## src/rtl/irq_pkg.sv

```systemverilog
// Shared definitions for the interrupt controller: register offsets, FSM states
// and the MIPS exception code used in the cause word.
package irq_pkg;

  localparam logic [1:0] REG_PEND = 2'd0;
  localparam logic [1:0] REG_EN   = 2'd1;
  localparam logic [1:0] REG_ISR  = 2'd2;
  localparam logic [1:0] REG_EOI  = 2'd3;

  localparam logic [4:0] EXC_INT = 5'd0;

  typedef enum logic [1:0] {
    S_IDLE = 2'd0,
    S_REQ  = 2'd1,
    S_SVC  = 2'd2
  } state_t;

  function automatic logic [7:0] onehot8(input logic [2:0] id);
    return 8'b1 << id;
  endfunction

endpackage

```

## src/rtl/irq_controller_if.sv

```systemverilog
// Bus and CPU-side signals of the interrupt controller; the slave modport is
// the controller's view, the master modport is the CPU/bus view.
interface irq_controller_if;

  logic        sel;
  logic        wren;
  logic [31:0] addr;
  logic [31:0] wdata;
  logic [31:0] rdata;
  logic        inta;
  logic        intr;
  logic [2:0]  irq_id;
  logic        in_svc;
  logic [31:0] irq_cause;

  modport master (
    output sel, wren, addr, wdata, inta,
    input  rdata, intr, irq_id, in_svc, irq_cause
  );

  modport slave (
    input  sel, wren, addr, wdata, inta,
    output rdata, intr, irq_id, in_svc, irq_cause
  );

endinterface

```

## src/rtl/prio_enc8.sv

```systemverilog
// Combinational 8-input priority encoder; the lowest set index wins.
module prio_enc8 (
  input  logic [7:0] req,
  output logic       valid,
  output logic [2:0] id
);

  // Scan from the top down so the lowest set bit is the last assignment.
  always_comb begin
    valid = |req;
    id    = 3'd0;
    for (int i = 7; i >= 0; i--) begin
      if (req[i]) id = 3'(i);
    end
  end

endmodule

```

## src/rtl/irq_controller.sv

```systemverilog
// Edge-latching interrupt controller with enable mask, fixed priority and a
// req/ack/EOI handshake towards the MIPS core.
module irq_controller
  import irq_pkg::*;
#(
  parameter int         NUM_IRQ  = 8,
  parameter logic [7:0] EN_RESET = 8'h00
) (
  input  logic               clk,
  input  logic               reset,
  input  logic [NUM_IRQ-1:0] irq,
  irq_controller_if.slave    bus
);

  localparam logic [8:0] ONE_SHIFTED = 9'd1 << NUM_IRQ;
  localparam logic [7:0] VALID_MASK  = 8'(ONE_SHIFTED - 9'd1);

  logic [7:0] irq_ext;
  logic [7:0] irq_d;
  logic [7:0] pending;
  logic [7:0] enable;
  logic [7:0] cand;
  logic [7:0] edges;
  logic [7:0] w1c_clear;
  logic [7:0] ack_clear;
  state_t     state;
  state_t     state_next;
  logic [2:0] sel_id;
  logic [2:0] sel_id_next;
  logic [2:0] irq_id_q;
  logic       win_valid;
  logic [2:0] win_id;
  logic       take_ack;
  logic       wr_pend;
  logic       wr_en;
  logic       wr_eoi;

  always_comb begin
    irq_ext              = 8'h00;
    irq_ext[NUM_IRQ-1:0] = irq;
  end

  assign edges     = irq_ext & ~irq_d;
  assign cand      = pending & enable;
  assign wr_pend   = bus.sel & bus.wren & (bus.addr[3:2] == REG_PEND);
  assign wr_en     = bus.sel & bus.wren & (bus.addr[3:2] == REG_EN);
  assign wr_eoi    = bus.sel & bus.wren & (bus.addr[3:2] == REG_EOI);
  assign w1c_clear = wr_pend ? bus.wdata[7:0] : 8'h00;
  assign ack_clear = take_ack ? onehot8(sel_id) : 8'h00;

  prio_enc8 u_prio (
    .req   (cand),
    .valid (win_valid),
    .id    (win_id)
  );

  // A higher-priority candidate can preempt the request until inta arrives.
  always_comb begin
    state_next  = state;
    sel_id_next = sel_id;
    take_ack    = 1'b0;
    case (state)
      S_IDLE: begin
        if (win_valid) begin
          sel_id_next = win_id;
          state_next  = S_REQ;
        end
      end
      S_REQ: begin
        if (bus.inta) begin
          take_ack   = 1'b1;
          state_next = S_SVC;
        end else if (!cand[sel_id]) begin
          state_next = S_IDLE;
        end else if (win_id < sel_id) begin
          sel_id_next = win_id;
        end
      end
      S_SVC: begin
        if (wr_eoi) state_next = S_IDLE;
      end
      default: state_next = S_IDLE;
    endcase
  end

  // Set wins over both clear sources because edges are OR-ed in last.
  always_ff @(posedge clk) begin
    if (!reset) begin
      state    <= S_IDLE;
      sel_id   <= 3'd0;
      irq_id_q <= 3'd0;
      pending  <= 8'h00;
      enable   <= EN_RESET & VALID_MASK;
      irq_d    <= irq_ext;
    end else begin
      state   <= state_next;
      sel_id  <= sel_id_next;
      pending <= ((pending & ~w1c_clear & ~ack_clear) | edges) & VALID_MASK;
      irq_d   <= irq_ext;
      if (take_ack) irq_id_q <= sel_id;
      if (wr_en) enable <= bus.wdata[7:0] & VALID_MASK;
    end
  end

  assign bus.intr      = (state == S_REQ);
  assign bus.in_svc    = (state == S_SVC);
  assign bus.irq_id    = irq_id_q;
  assign bus.irq_cause = {16'h0000, cand, 1'b0, EXC_INT, 2'b00};

  always_comb begin
    bus.rdata = 32'h0000_0000;
    case (bus.addr[3:2])
      REG_PEND: bus.rdata = {24'h000000, pending};
      REG_EN:   bus.rdata = {24'h000000, enable};
      REG_ISR:  bus.rdata = {bus.in_svc, 28'h0000000, irq_id_q};
      default:  bus.rdata = 32'h0000_0000;
    endcase
  end

endmodule

```

## src/flat_wrapper.sv

```systemverilog
// flat-port wrapper written by rule: the top's interface ports become plain ports
module irq_controller_flat import irq_pkg::*;
#(
  parameter int         NUM_IRQ  = 8,
  parameter logic [7:0] EN_RESET = 8'h00
)
  (clk, reset, irq, bus_sel, bus_wren, bus_addr, bus_wdata, bus_inta, bus_rdata, bus_intr, bus_irq_id, bus_in_svc, bus_irq_cause);
  irq_controller_if bus_i ();
  input  logic clk;
  input  logic reset;
  input  logic [NUM_IRQ-1:0] irq;
  input wire logic [$bits(bus_i.sel)-1:0] bus_sel;
  input wire logic [$bits(bus_i.wren)-1:0] bus_wren;
  input wire logic [$bits(bus_i.addr)-1:0] bus_addr;
  input wire logic [$bits(bus_i.wdata)-1:0] bus_wdata;
  input wire logic [$bits(bus_i.inta)-1:0] bus_inta;
  output wire logic [$bits(bus_i.rdata)-1:0] bus_rdata;
  output wire logic [$bits(bus_i.intr)-1:0] bus_intr;
  output wire logic [$bits(bus_i.irq_id)-1:0] bus_irq_id;
  output wire logic [$bits(bus_i.in_svc)-1:0] bus_in_svc;
  output wire logic [$bits(bus_i.irq_cause)-1:0] bus_irq_cause;
  assign bus_i.sel = bus_sel;
  assign bus_i.wren = bus_wren;
  assign bus_i.addr = bus_addr;
  assign bus_i.wdata = bus_wdata;
  assign bus_i.inta = bus_inta;
  assign bus_rdata = bus_i.rdata;
  assign bus_intr = bus_i.intr;
  assign bus_irq_id = bus_i.irq_id;
  assign bus_in_svc = bus_i.in_svc;
  assign bus_irq_cause = bus_i.irq_cause;
  irq_controller #(.NUM_IRQ(NUM_IRQ), .EN_RESET(EN_RESET)) u_core (.clk(clk), .reset(reset), .irq(irq), .bus(bus_i));
endmodule
```

## config.mk

```make
export PLATFORM = sky130hd
export DESIGN_NAME = irq_controller_flat
export DESIGN_NICKNAME = d
export VERILOG_FILES = /design/src/rtl/irq_pkg.sv /design/src/rtl/irq_controller_if.sv /design/src/rtl/prio_enc8.sv /design/src/rtl/irq_controller.sv /design/src/flat_wrapper.sv
export SDC_FILE = /design/constraint.sdc
export NUM_CORES = 1
export LEC_CHECK = 0
export ABC_AREA = 0
export CELL_PAD_IN_SITES_DETAIL_PLACEMENT = 1
export CELL_PAD_IN_SITES_GLOBAL_PLACEMENT = 1
export CORE_MARGIN = 5
export CORE_UTILIZATION = 25
export DETAILED_ROUTE_END_ITERATION = 10
export PLACE_DENSITY_LB_ADDON = 0.1
export SKIP_CTS_REPAIR_TIMING = 1
export SLEW_MARGIN = 20
export SYNTH_ARGS = -nofsm -noshare
export SYNTH_HDL_FRONTEND = slang
export SYNTH_SLANG_ARGS = --single-unit
```

## constraint.sdc

```tcl
create_clock -name clk -period 2.9 [get_ports clk]
set_input_delay 0.58 -clock clk [delete_from_list [all_inputs] [get_ports clk]]
set_output_delay 0.58 -clock clk [all_outputs]
set_load 0.005 [all_outputs]
```

# After elaboration in Yosys (flattened, before gate mapping)

Cells that the tools add are included.

Register bits: 32
Input port bits: 77
Output and inout bits: 69
Word-level logic and storage cells: 63

$lt $le $gt $ge: 2
Equal/unequal tests: 11
Shift-type cells: 1
Mux-type cells: 25
Bitwise gates (word level): 12
Reductions and logical operators: 6

Operators by type and width:

| operator                                             | count |
|---|---|
| one-hot mux 32 bit (3 select lines)                  | 1 |
| two-way mux 3 bit                                    | 12 |
| bitwise AND 8 bit                                    | 4 |
| NOT 8 bit                                            | 3 |
| two-way mux 8 bit                                    | 2 |
| two-way mux 2 bit                                    | 4 |
| bitwise OR 8 bit                                     | 1 |
| OR reduction 8 bit                                   | 1 |
| << shifter 1 x 3 -> 8 bit (first input constant)     | 1 |
| equality test 2 bit (second input constant)          | 3 |
| != test 2 x 1 -> 1 bit (second input constant)       | 3 |
| one-hot mux 2 bit (3 select lines)                   | 1 |
| one-hot mux 3 bit (2 select lines)                   | 1 |
| AND reduction 5 bit                                  | 1 |
| bitwise AND 1 bit                                    | 4 |
| equality test 2 x 1 -> 1 bit (second input constant) | 2 |
| zero test 2 bit                                      | 2 |
| < comparator 3 x 4 -> 1 bit (second input constant)  | 1 |
| != test 2 bit (second input constant)                | 2 |
| binary-select mux 1 bit (select 3 bit)               | 1 |
| < comparator 3 bit                                   | 1 |
| two-way mux 1 bit                                    | 3 |
| != test 3 bit (second input constant)                | 1 |
| AND reduction 3 bit                                  | 1 |
| nonzero test 2 bit                                   | 1 |

# Depth between registers and ports, before layout

Gate-level depths: netlist (run 1).

Depth after elaboration: 14
Mapped depth: 8
Depth with buffers taken out: 8

# Cells and area by module

From an unflattened synthesis (run 1), not the netlist that was laid out.

Cells, all modules: 246
Area total of the unflattened synthesis: 2003.2 sq um

By module, submodules not included:

| module         | instances | cells each | area an instance (sq um) | seq. area each (sq um) |
|---|---|---|---|---|
| irq_controller | 1         | 233        | 1921.8                   | 640.6 |
| prio_enc8      | 1         | 13         | 81.3                     | 0.0 |

# Worst setup path after synthesis (run 1)

OpenSTA, ideal clock, no wires.

Path kind: reg2reg
Start point: reg u_core.pending[7]
End point: reg u_core.sel_id[0]
Library setup time: 0.072 ns
Arrival: 1.798 ns
Required time: 2.828 ns
Path slack: 1.030 ns
Cell stages (with the launch flop): 9
Buffers on the path: 1
Period minus slack after synthesis: 1.870 ns
Path through: dfxtp_1 and2_4 buf_6 nor4_2 nor2_1 ha_1 o2111ai_2 a41oi_4 mux2i_1

Cells in the longest elaborated chain, start to end: 13
Elaborated cells between the ends (all ways): 22
Those cells by class: order compare (1); eq/ne (3); mux (15); bitwise (1); reduce/logical (2)

Ends and longest elaborated chain:

| element                                                     | line                 | RTL |
|---|---|---|
| start, declared                                             | irq_controller.sv:20 | `logic [7:0] pending;` |
| start signal, assigned                                      | irq_controller.sv:98 | `pending <= ((pending & ~w1c_clear & ~ack_clear) \| edges) & VALID_MASK;` |
| bitwise AND 8 bit (*)                                       | irq_controller.sv:44 | `assign cand = pending & enable;` |
| via bus_irq_cause[15]                                       | flat_wrapper.sv:21   | `output wire logic [$bits(bus_i.irq_cause)-1:0] bus_irq_cause;` |
| branches (longest 12 deep; another with < comparator 3 bit) | -                    |  |
| end signal, assigned                                        | irq_controller.sv:97 | `sel_id <= sel_id_next;` |
| end, declared                                               | irq_controller.sv:28 | `logic [2:0] sel_id;` |

Mark *: on every way through the listed nets, which the timed path passes. The select of a mux whose other input is x is not followed.
A chain may end at the register's enable or synchronous reset.

# Final worst setup path (run 1)

Start point: in bus_addr[3]
End point: out bus_rdata[1]

Cells in the longest elaborated chain, start to end: 2
Elaborated cells between the ends (all ways): 4
Those cells by class: eq/ne (2); mux (1); reduce/logical (1)

Ends and longest elaborated chain:

| element                                     | line                  | RTL |
|---|---|---|
| start, declared                             | flat_wrapper.sv:14    | `input wire logic [$bits(bus_i.addr)-1:0] bus_addr;` |
| equality test 2 bit (tied with other cells) | irq_controller.sv:112 | `case (bus.addr[3:2])` |
| one-hot mux 32 bit (3 select lines) (*)     | irq_controller.sv:112 |  |
| end, declared                               | flat_wrapper.sv:17    | `output wire logic [$bits(bus_i.rdata)-1:0] bus_rdata;` |

Mark *: on every way between the ends. The rest lies on a longest branch, timed or not.

==> flow_summary.json, run 1 <==
{
  "crit_type": "in2out",
  "final_nets": 373,
  "drtIter0Drc": 38,
  "clock_latency_ns": 0.28,
  "ir_drop_mv": 0.117,
  "crit_chain": "clkdlybuf4s50_1 > buf_4 > mux2i_1 > o21ai_0 > clkdlybuf4s50_1",
  "postSynthCellCount": 246,
  "port_buffers": 44,
  "cts_buffers": 5,
  "period_share": 0.917,
  "grt_antenna_before_repair": 0,
  "core_um2": 7730,
  "yosysUniqueCellTypes": 41,
  "viasPerCell": 4.18,
  "setup_slack_ns": 0.240,
  "max_cap_violations": 0,
  "fp-row-count": 32,
  "ys.flop_type": "dfxtp_1",
  "drcViolationCount": 0,
  "fin_skew_ns": 0.00451,
  "synth_edf_count": 0,
  "vias": 1656,
  "crit_family": "buffers and inverters",
  "die_h_um": 99.2,
  "clk_pin_slew_ns": 0.07,
  "crit_required_ns": 2.32,
  "cts.htree.levels": 2,
  "status": "complete, no violations",
  "setup_viol": 0,
  "arrival_ns": 2.08,
  "max_stage_delay_ns": 0.54,
  "p_leak_nw": 1.04,
  "grt.overflow.total": 0,
  "yosysSeqAreaShare": 0.322,
  "grt_pass1_wl_um": 9210,
  "groute.usage.overall": 0.120,
  "clock_tree.root_cell": "clkbuf_8",
  "worst-path-max-fanout": 4,
  "antenna_cells": 0,
  "wl_per_cell_um": 14.8,
  "cp_num_buf_inv": 3,
  "avgSynthCellArea_um2": 8.09,
  "timing.slew.headroom": 0.563,
  "ant_nets": 0,
  "clockBufferDepth": 2,
  "setup_tns_ns": 0,
  "drive_above_1_share": 0.0748,
  "hold_violations": 0,
  "rsz0062_at_grt": "false",
  "totalWireLength_um": 5860,
  "drt_first_pass_iters": 4,
  "die-area_um2": 9850,
  "cp_slowest_cell": "clkdlybuf4s50_1",
  "routabilityCongestion": 0.739,
  "crit_top_cell": "clkdlybuf4s50_1",
  "hold_class": "reg2reg",
  "syn_area_um2": 1990,
  "finalPower_mw": 0.922,
  "tritoncts": "built",
  "fin_crit_ns": 2.66,
  "ys_seq_elements": 32,
  "drv_slew": 0,
  "grt_pass1_vias": 1728,
  "start_util": 0.258,
  "die_w_um": 99.2,
  "critPathLaunchType": "input port",
  "grt_max_degree": 18,
  "synthArstFlopShare": 0,
  "post-dp-hpwl_um": 4630,
  "max_slew.worst_pin.slew_ns": 0.653,
  "place_ws_ns": 0.231,
  "fmax_ghz": 0.376,
  "cts.sinks": 32,
  "io_pins": 146,
  "yosys_warnings": 0,
  "p_per_area_nw_per_um2": 375,
  "endpoint_kind": "output pin",
  "syn2layout_area_growth_pct": 23.5
}
[layer usage]
metal / vias up / GRT usage / wire (um)
li1: 823 / - / -
met1: 763 / 0.157 / 2730
met2: 65 / 0.196 / 2740
met3: 5 / 0.0316 / 348
met4: 0 / 0.0336 / 46
met5: - / 0 / 0
[sequential cells by signal, summed over array words and instances (netlist names)]
register / count
u_core.bus.irq_id: 3
u_core.enable: 8
u_core.irq_d: 8
u_core.pending: 8
u_core.sel_id: 3
u_core.state: 2
[placed cells by master (no fill, tap or decap), drive strengths merged, types with 2 or more instances in the layout]
cell,count
nand2,49
conb,47
clkdlybuf4s50,44
dfxtp,32
a21boi,16
inv,14
mux2i,11
nor2,11
nor2b,7
nand3,7
buf,7
o21ai,6
clkbuf,6
nand2b,4
a32oi,4
o311ai,3
o211ai,2
and2b,2
a21oi,2
a31oi,2
ha,2
clkinv,2
a211oi,2
[synth_stat cells (2+ instances only)]
master / n / share of area
nand2_1: 48 / 0.091
buf_4: 47 / 0.18
dfxtp_1: 32 / 0.32
a21boi_0: 16 / 0.060
inv_1: 13 / 0.025
mux2i_1: 11 / 0.055
nor2_1: 10 / 0.019
nand3_1: 7 / 0.018
nor2b_1: 7 / 0.022
clkbuf_1: 6 / 0.011
o21ai_0: 5 / 0.013
a32oi_1: 4 / 0.018
nand2b_1: 4 / 0.013
o311ai_0: 3 / 0.013
a21oi_1: 2 / 0.0050
a31oi_1: 2 / 0.0063
and2b_1: 2 / 0.0075
buf_6: 2 / 0.011
ha_1: 2 / 0.013
o211ai_1: 2 / 0.0075
[through the flow]
| stage | area, um^2 | std cells | util | hold slack, ns |
|---|---|---|---|---|
| after global placement | 2380 | 389 | 0.308 | 0.474 |
| after global routing | 2460 | 396 | 0.318 | 0.509 |
| after CTS | 2460 | 396 | 0.318 | 0.495 |
| after floorplan | 2160 | 292 | - | 0.456 |
| after detailed placement | 2380 | 389 | 0.308 | 0.485 |
| final | 2460 | 396 | 0.318 | 0.489 |
[logic make-up (layout without fill, tap and decap cells)]
logic type | count (synthesis) | count (layout) | synth area share
adders and majority gates | 2 | 2 | 0.0126
DFF | 32 | 32 | 0.322
and+or+nand+nor | 86 | 86 | 0.199
buffers and inverters | 71 | 73 | 0.234
AOI/OAI and AO/OA | 43 | 43 | 0.175
other | 1 | 47 | 0.00188
muxes | 11 | 11 | 0.0553
[worst paths after layout]
path | start | to | slack, ns | cells past startpoint
worst max register to register | u_core.enable[4] | u_core.sel_id[0] | 0.76 | 8
worst min register to register | u_core.enable[1] | u_core.enable[1] | 0.49 | 2
worst max-delay path | bus_addr[3] | bus_rdata[1] | 0.24 | 5
worst min-delay path | u_core.enable[1] | u_core.enable[1] | 0.49 | 2
[power by group]
part	leakage (nW)	total [mW]	switching [mW]	internal, mW
logic	0.735	0.126	0.0622	0.0636
registers	0.263	0.466	0.00978	0.456
clock network	0.0410	0.330	0.167	0.163
total	1.04	0.922	0.239	0.683
[area by class of cell]
type	instances	area, um^2
Inverter	15	63.8
Sequential cell	32	641
Timing Repair Buffer	51	493
Tap cell	102	128
Clock inverter	1	5.00
Multi-Input combinational cell	189	1060
Clock buffer	6	72.6
Fill cell	932	5270
[worst min-delay path, stage by stage (launching register included)]
cell	delay (ns)
dfxtp_1	0.33
nand2_1	0.05
a21boi_0	0.06
(Power assumes the default switching activity.)
==> run 2, diff against run 1 <==
- SYNTH_HIERARCHICAL: not set -> 1
==> run 2 against run 1 <==
  * Clock skew fell by 0.0011 ns
  * Clock power increased by 44%
  * Die area up 0.57%
  * Count of clock-buffer cells in the layout up 1
  * Sequential power hardly changed
  * Total power increased by 15%
  * Worst hold slack worse by 0.0020 ns
  * Combinational power fell by 3%
  * Global-route usage is 0.53 points lower
  * Register-to-register slack got worse by 0.03 ns
  * Sequential share of layout area fell by 0.56 points
==> flow_summary.json, run 2 <==
{
  "finalPower_mw": 1.06,
  "clock_latency_ns": 0.28,
  "endpoint_kind": "output pin",
  "drtIter0Drc": 50,
  "drive_above_1_share": 0.0616,
  "max_cap_violations": 0,
  "start_util": 0.258,
  "core_um2": 7770,
  "drcViolationCount": 0,
  "yosysUniqueCellTypes": 35,
  "grt_pass1_vias": 1672,
  "fin_skew_ns": 0.00343,
  "clockBufferDepth": 2,
  "final_nets": 370,
  "setup.worst_path.start": "bus_addr[3]",
  "rsz0062_at_grt": "false",
  "fp-row-count": 32,
  "grt_pass1_wl_um": 8690,
  "reg2reg_from": "u_core/pending[0]",
  "hold_start": "u_core/enable[2]",
  "synth_area_leader_cell": "dfxtp_1",
  "syn2layout_area_growth_pct": 25.4,
  "reg_top3": "u_core/enable: 8 flops, u_core/irq_d: 8 flops, u_core/pending: 8 flops",
  "status": "complete, no violations",
  "post-dp-hpwl_um": 4440,
  "synthArstFlopShare": 0,
  "grt_max_degree": 28,
  "ir_drop_mv": 0.166,
  "synthTopCellsByArea": "dfxtp_1 32%, buf_4 18%, nand2_1 7.7%, a21boi_0 6.7%, mux2i_1 5.5%",
  "cts_buffers": 5,
  "ys_seq_elements": 32,
  "grt.overflow.total": 0,
  "ys.flop_type": "dfxtp_1",
  "timing.slew.headroom": 0.402,
  "die_w_um": 99.5,
  "synthTopCellsByCount": "48 x buf_4, 41 x nand2_1, 32 x dfxtp_1",
  "totalWireLength_um": 5740,
  "setup_tns_ns": 0,
  "critPathLaunchType": "input port",
  "most-common-layout-cells": "47 x conb_1, 44 x clkdlybuf4s50_1, 41 x nand2_1",
  "cts.sinks": 32,
  "yosysTopAreaCellShare": 0.320,
  "yosysSeqAreaShare": 0.320,
  "hold_class": "reg2reg",
  "postSynthCellCount": 246,
  "routabilityCongestion": 0.702,
  "final_util": 0.323,
  "period_share": 0.945,
  "vias": 1646,
  "io_pins": 146,
  "syn_area_um2": 2000,
  "synth_most_common_cell": "buf_4",
  "max_slew.worst_pin.slew_ns": 0.894,
  "port_buffers": 44,
  "grt_antenna_before_repair": 0,
  "fillers": 951,
  "fmax_ghz": 0.365,
  "p_leak_nw": 0.971,
  "clock_tree.root_cell": "clkbuf_8",
  "clk_pin_slew_ns": 0.07,
  "fin_crit_ns": 2.74,
  "antenna_cells": 0,
  "groute.usage.overall": 0.115,
  "drt_first_pass_iters": 4,
  "drv_slew": 0,
  "final_common_cell": "conb_1",
  "crit_required_ns": 2.32,
  "yosys_warnings": 6,
  "die-area_um2": 9900,
  "setup_viol": 0,
  "crit_type": "in2out",
  "synth_edf_count": 0,
  "ant_nets": 0,
  "worst-path-max-fanout": 4,
  "die_h_um": 99.5,
  "wl_per_cell_um": 14.6,
  "hold_violations": 0,
  "avgSynthCellArea_um2": 8.14,
  "p_per_area_nw_per_um2": 423,
  "cts.htree.levels": 2,
  "arrival_ns": 2.16,
  "viasPerCell": 4.18,
  "tritoncts": "built"
}
==> run 2: cell types whose count changed after synthesis, moves of 3 or more <==
cell / before / now
nand2_1: 48 / 41
nand2b_1: 4 / 11
a32oi_1: 4 / 1
and2_1: 0 / 8
inv_1: 13 / 7
a21boi_1: 0 / 3
==> run 2: cells by family after synthesis <==
| family | count (synthesis) | share of synthesized area |
|---|---|---|
| AO/OA/AOI/OAI | 45 | 0.172 |
| adder cells (fa/ha/maj) | 2 | 0.0125 |
| buffers and inverters | 64 | 0.215 |
| flip-flops | 32 | 0.320 |
| multiplexers | 11 | 0.0550 |
| other | 1 | 0.00187 |
| AND/OR/NAND/NOR | 91 | 0.224 |
==> run 2: final cells by class <==
cell class                      instances  area, um^2  share of cell area
Clock buffer                            7        96.3              0.0383
Sequential cell                        32         641               0.255
Inverter                                8        30.0              0.0120
Clock inverter                          1        30.0              0.0120
Tap cell                              102         128              0.0508
Timing Repair Buffer                   48         483               0.192
Multi-Input combinational cell        196        1100               0.440
==> run 2: worst paths after layout <==
path / end / cells after the start / slack, ns
setup / recovery: bus_rdata[1] / 6 / 0.16
hold / removal: u_core/enable[2] / 2 / 0.49
setup reg to reg: u_core/sel_id[2] / 8 / 0.73
hold reg to reg: u_core/enable[2] / 2 / 0.49
==> run 2: critical path, cell delays in order <==
cell and delay, ns:
clkdlybuf4s50_1 0.48, inv_1 0.07, nor2_1 0.26, nand2_1 0.11, o21ai_0 0.11, clkdlybuf4s50_1 0.54
==> run 2: layer usage <==
| layer | GRT usage | up-vias | part of all wire |
|---|---|---|---|
| met4 | 0.0284 | 0 | 0.0056 |
| met3 | 0.0386 | 2 | 0.076 |
| met2 | 0.190 | 61 | 0.46 |
| met5 | 0 | - | 0 |
| met1 | 0.145 | 765 | 0.46 |
| li1 | - | 818 | - |
==> run 2: stage by stage <==
stage / cells / setup slack, ns / area (um^2) / hold WS (ns)
5_1_grt: 394 / 0.0664 / 2510 / 0.517
4_1_cts: 394 / 0.114 / 2510 / 0.495
2_1_floorplan: 292 / 1.04 / 2180 / 0.452
3_5_place_dp: 386 / 0.125 / 2390 / 0.482
6_report: 394 / 0.160 / 2510 / 0.487
3_3_place_gp: 386 / 0.129 / 2390 / 0.469
==> run 2: report_power, final <==
| group | switching, mW | leakage (nW) | internal (mW) | total (mW) |
|---|---|---|---|---|
| registers | 0.0103 | 0.263 | 0.456 | 0.466 |
| logic | 0.0601 | 0.644 | 0.0622 | 0.122 |
| clock network | 0.171 | 0.0645 | 0.303 | 0.474 |
| total | 0.241 | 0.971 | 0.821 | 1.06 |
